## src/rtl/rope_move_judge.sv

```systemverilog
// Tug-of-war answer judge: decides which player (if any) pulls the rope for each
// question, tracks the net rope position and declares the winner at +/-WIN_STEPS.
module rope_move_judge #(
  parameter int WIN_STEPS = 5
) (
  input  logic              clk_100mhz,
  input  logic              reset_n,
  input  logic              round_active,
  input  logic              round_clear,
  input  logic              new_question,
  input  logic              p1_submit,
  input  logic              p2_submit,
  input  logic [3:0]        p1_answer,
  input  logic [3:0]        p2_answer,
  input  logic [3:0]        correct_ans,
  output logic              move_left,
  output logic              move_right,
  output logic signed [3:0] step_pos,
  output logic              p1_locked,
  output logic              p2_locked,
  output logic              question_done,
  output logic              is_game_over,
  output logic [1:0]        winner_code
);

  typedef enum logic [1:0] {IDLE, ARMED, DONE, OVER} state_t;

  localparam logic signed [3:0] POS_WIN = 4'(WIN_STEPS);
  localparam logic signed [3:0] NEG_WIN = -POS_WIN;

  state_t            state_q;
  logic signed [3:0] step_q;
  logic              p1_lock_q, p2_lock_q;
  logic              mv_l_q, mv_r_q, qdone_q, over_q;
  logic [1:0]        winner_q;

  logic              p1_hit_s, p1_miss_s, p2_hit_s, p2_miss_s;
  logic signed [3:0] step_dn_s, step_up_s;

  always_comb begin
    p1_hit_s  = p1_submit & ~p1_lock_q & (p1_answer == correct_ans);
    p1_miss_s = p1_submit & ~p1_lock_q & (p1_answer != correct_ans);
    p2_hit_s  = p2_submit & ~p2_lock_q & (p2_answer == correct_ans);
    p2_miss_s = p2_submit & ~p2_lock_q & (p2_answer != correct_ans);
    step_dn_s = step_q - 4'sd1;
    step_up_s = step_q + 4'sd1;
  end

  // Game FSM; all outputs are registered and pulses default low every cycle.
  always_ff @(posedge clk_100mhz or negedge reset_n) begin
    if (!reset_n) begin
      state_q   <= IDLE;
      step_q    <= 4'sd0;
      p1_lock_q <= 1'b0;
      p2_lock_q <= 1'b0;
      mv_l_q    <= 1'b0;
      mv_r_q    <= 1'b0;
      qdone_q   <= 1'b0;
      over_q    <= 1'b0;
      winner_q  <= 2'b00;
    end else begin
      mv_l_q  <= 1'b0;
      mv_r_q  <= 1'b0;
      qdone_q <= 1'b0;
      if (round_clear) begin
        state_q   <= IDLE;
        step_q    <= 4'sd0;
        p1_lock_q <= 1'b0;
        p2_lock_q <= 1'b0;
        over_q    <= 1'b0;
        winner_q  <= 2'b00;
      end else begin
        case (state_q)
          IDLE: begin
            if (round_active) begin
              state_q   <= ARMED;
              p1_lock_q <= 1'b0;
              p2_lock_q <= 1'b0;
            end
          end
          ARMED: begin
            if (!round_active) begin
              state_q   <= IDLE;
              p1_lock_q <= 1'b0;
              p2_lock_q <= 1'b0;
            end else if (p1_hit_s && p2_hit_s) begin
              qdone_q <= 1'b1;
              state_q <= DONE;
            end else if (p1_hit_s) begin
              step_q    <= step_dn_s;
              mv_l_q    <= 1'b1;
              qdone_q   <= 1'b1;
              p2_lock_q <= p2_lock_q | p2_miss_s;
              if (step_dn_s == NEG_WIN) begin
                state_q  <= OVER;
                over_q   <= 1'b1;
                winner_q <= 2'b01;
              end else begin
                state_q <= DONE;
              end
            end else if (p2_hit_s) begin
              step_q    <= step_up_s;
              mv_r_q    <= 1'b1;
              qdone_q   <= 1'b1;
              p1_lock_q <= p1_lock_q | p1_miss_s;
              if (step_up_s == POS_WIN) begin
                state_q  <= OVER;
                over_q   <= 1'b1;
                winner_q <= 2'b10;
              end else begin
                state_q <= DONE;
              end
            end else begin
              p1_lock_q <= p1_lock_q | p1_miss_s;
              p2_lock_q <= p2_lock_q | p2_miss_s;
              // Nobody left who can answer: close the question without a move.
              if ((p1_lock_q | p1_miss_s) && (p2_lock_q | p2_miss_s)) begin
                qdone_q <= 1'b1;
                state_q <= DONE;
              end
            end
          end
          DONE: begin
            if (!round_active) begin
              state_q   <= IDLE;
              p1_lock_q <= 1'b0;
              p2_lock_q <= 1'b0;
            end else if (new_question) begin
              state_q   <= ARMED;
              p1_lock_q <= 1'b0;
              p2_lock_q <= 1'b0;
            end
          end
          OVER: begin
            state_q <= OVER;
          end
          default: begin
            state_q <= IDLE;
          end
        endcase
      end
    end
  end

  assign move_left     = mv_l_q;
  assign move_right    = mv_r_q;
  assign step_pos      = step_q;
  assign p1_locked     = p1_lock_q;
  assign p2_locked     = p2_lock_q;
  assign question_done = qdone_q;
  assign is_game_over  = over_q;
  assign winner_code   = winner_q;

endmodule

```

## config.mk

```make
export PLATFORM = sky130hd
export DESIGN_NAME = rope_move_judge
export DESIGN_NICKNAME = d
export VERILOG_FILES = /design/src/rtl/rope_move_judge.sv
export SDC_FILE = /design/constraint.sdc
export NUM_CORES = 1
export LEC_CHECK = 0
export CAP_MARGIN = 20
export CORE_ASPECT_RATIO = 1.4
export CORE_MARGIN = 8
export CORE_UTILIZATION = 45
export CTS_CLUSTER_DIAMETER = 120
export DETAILED_ROUTE_END_ITERATION = 8
export GPL_TIMING_DRIVEN = 1
export PLACE_DENSITY = 0.88
export SLEW_MARGIN = 30
export SYNTH_ARGS = -nofsm -noshare
export SYNTH_HDL_FRONTEND = slang
export SYNTH_SLANG_ARGS = --single-unit
export TNS_END_PERCENT = 50
```

## constraint.sdc

```tcl
create_clock -name clk_100mhz -period 2.6 [get_ports clk_100mhz]
set_input_delay 0.52 -clock clk_100mhz [delete_from_list [all_inputs] [get_ports clk_100mhz]]
set_output_delay 0.52 -clock clk_100mhz [all_outputs]
set_load 0.1 [all_outputs]
```

==> flow_metrics.tcl <==
set metrics [dict create \
    outcome "finished clean" \
    placement.io_buffers 30 \
    r2r_start "step_pos[1]" \
    drv.max_cap_violation_count 0 \
    area_growth_syn_to_layout_pct 32.2 \
    die-width_um 55.9 \
    final_setup_fails 0 \
    timing_worst_slew_pin_value_ns 0.677 \
    detailroute.via_count 999 \
    timing.fmax_mhz 435 \
    reg2regPathDepth 6 \
    setup-tns-final_ns 0 \
    cts.repair.resized 0 \
    yosys_top_cell_area_share_pct 35.0 \
    residual_drc_count 0 \
    grt_pass1_wl_um 4510 \
    synth_top_cells_by_count "dfrtp_1 (14), nor2_1 (11), nand2_1 (8)" \
    vdd_drop_max_mv 0.297 \
    start_util_pct 46.6 \
    globalplace.congestion 0.923 \
    power.static_leakage_nw 0.586 \
    floorplan.die_area_mm2 0.00401 \
    cts-buffers-inserted 3 \
    rsz0062_at_grt "false" \
    final.setup_skew_ns 0.00355 \
    synthMostInstantiatedCell "dfrtp_1" \
    avgRoutedWirePerCell_um 16.0 \
    mappedNetlistNets 134 \
    hold_path_endpoint "is_game_over" \
    criticalPathCategory "input port to flip-flop" \
    yosys.cell_types.count 40 \
    cts_htree_levels 1 \
    synth_enable_flop_cells 0 \
    hold_path_depth 1 \
    synth.area.top_cells "dfrtp_1 (35%), nor2_1 (4.1%), ha_1 (3.7%)" \
    hold_start "is_game_over" \
    p_per_area_mw_per_mm2 401 \
    synth_seq_area_share_pct 35.0 \
    grt_max_degree 15 \
    final-max-slew-violation-count 0 \
    vias_per_cell 5.98 \
    diodes 0 \
    totalWireLength_um 2670 \
    cts.sink_count 14 \
    worstPathArrival_ns 2.47 \
    finalHoldViolCount 0 \
    post_cts_hold_buffer_count 0 \
    final_core_utilization_pct 61.6 \
    clockRootBuffer "clkbuf_4" \
    clkSlewWorstSetupHoldPaths_ns 0.08 \
    drt_iter0_markers 52 \
    worstSkewPairLatency_ns 0.28 \
    floorplan.io_pins 31 \
    worstReg2RegEnd "is_game_over" \
    place_hpwl_um 2180 \
    grt.total_usage_pct 13.3 \
    synth-seq-cells 14 \
    critical_path_required_ns 2.77 \
    cp_max_fo 5 \
    setup.reg_to_reg.worst_slack_ns 0.56 \
    yosys_warnings 0 \
    start_kind "input port" \
    mappedNetlistArea_mm2 0.00100 \
    final_nets 169 \
    worst_setup_path_end_kind "flip-flop" \
    post_synth.cell_area_avg_um2 8.95 \
    final_layout_size_suffix_gt1_share_pct 17.2 \
    finalCriticalPeriod_ns 2.30 \
    ys_async_sr_fraction_pct 100 \
    drt.antenna.violating_nets 0 \
    cts_buffer_depth 2 \
    antenna_found_initial 0 \
    min_period_over_period_pct 88.3 \
    die_ht_um 71.8 \
    syn_inst 112 \
    floorplan.core_area_mm2 0.00215 \
    synth_top_flop_cell "dfrtp_1" \
    max-slew-margin-rel_pct 54.7 \
    grt_pass1_vias 1041 \
    drt_pre_antenna_iters 4 \
    floorplan.rows 20 \
    grt_overflow_total 0 \
    hold_path.class "flip-flop to flip-flop" \
    cts_setup_buffers 0 \
    yosysTopAreaCell "dfrtp_1" \
    clock_tree_from_tritoncts "built" \
]
[kinds of logic after synthesis]
family | synth area share [%]
XOR/XNOR | 6.99
buffers and inverters | 4.24
AO/OA/AOI/OAI | 22.7
flip-flops | 35.0
AND/OR/NAND/NOR | 24.0
multiplexers | 3.37
adder cells (fa/ha/maj) | 3.75
[layout make-up]
type | count | area, µm²
timing repair buffer | 33 | 293
sequential | 14 | 350
multi-input combinational | 89 | 609
clock buffer | 3 | 22.5
fill | 189 | 827
inverter | 6 | 22.5
tap | 22 | 27.5
[critical path, stage by stage]
cell	delay [ns]
clkdlybuf4s50_1	0.46
xor2_1	0.21
nor4_4	0.37
o211ai_1	0.27
o22ai_1	0.28
mux2_2	0.36
[flip-flops by register name (all words and copies together) (netlist names)]
signal	flops
step_pos	4
state_q	2
winner_code	2
is_game_over	1
move_left	1
move_right	1
p1_locked	1
p2_locked	1
question_done	1
[where the power goes]
| part | total (mW) | switching, mW | leakage [nW] | internal, mW |
|---|---|---|---|---|
| Clock | 0.124 | 0.0703 | 0.0138 | 0.0538 |
| Combinational | 0.171 | 0.101 | 0.378 | 0.0695 |
| Sequential | 0.237 | 0.0125 | 0.194 | 0.224 |
| Total | 0.532 | 0.184 | 0.586 | 0.348 |
[metal layers]
layer / track usage [%] / part of all wire, % / up-vias
li1: - / - / 477
met1: 13.1 / 38 / 473
met2: 24.5 / 54 / 39
met3: 2.83 / 5.2 / 10
met4: 8.04 / 3.1 / 0
met5: 0 / 0 / -
[cell usage in the layout (no fill, tap or decap), drive strengths merged, types with 5 or more instances in the layout]
cell type,count
nor2,11
dfrtp,14
nor2b,5
o21ai,7
buf,15
inv,6
clkdlybuf4s50,18
nand2,8
[metrics by stage]
| stage | cells | instance area [µm²] | power (mW) | hold slack (ns) | worst slack (ns) |
|---|---|---|---|---|---|
| 3_3_place_gp | 164 | 1300 | 0.405 | 0.500 | 0.105 |
| 5_1_grt | 167 | 1330 | 0.553 | 0.570 | 0.167 |
| 6_report | 167 | 1330 | 0.532 | 0.546 | 0.304 |
| 3_5_place_dp | 164 | 1300 | 0.411 | 0.525 | 0.00485 |
| 2_1_floorplan | 112 | 1000 | 0.346 | 0.224 | 0.0627 |
| 4_1_cts | 167 | 1330 | 0.532 | 0.545 | 0.297 |
[worst max-delay path by stage]
stage / from / to / slack [ns] / cells after the start
floorplan: step_pos[1] / is_game_over / 0.06 / 7
global placement: correct_ans[1] / step_pos[3] / 0.10 / 6
detailed placement: correct_ans[1] / step_pos[3] / 0.005 / 6
CTS: correct_ans[1] / step_pos[3] / 0.30 / 6
global route: correct_ans[1] / step_pos[3] / 0.17 / 6
finish: correct_ans[1] / step_pos[3] / 0.30 / 6
Note: power is estimated with default switching activity, not from simulation.
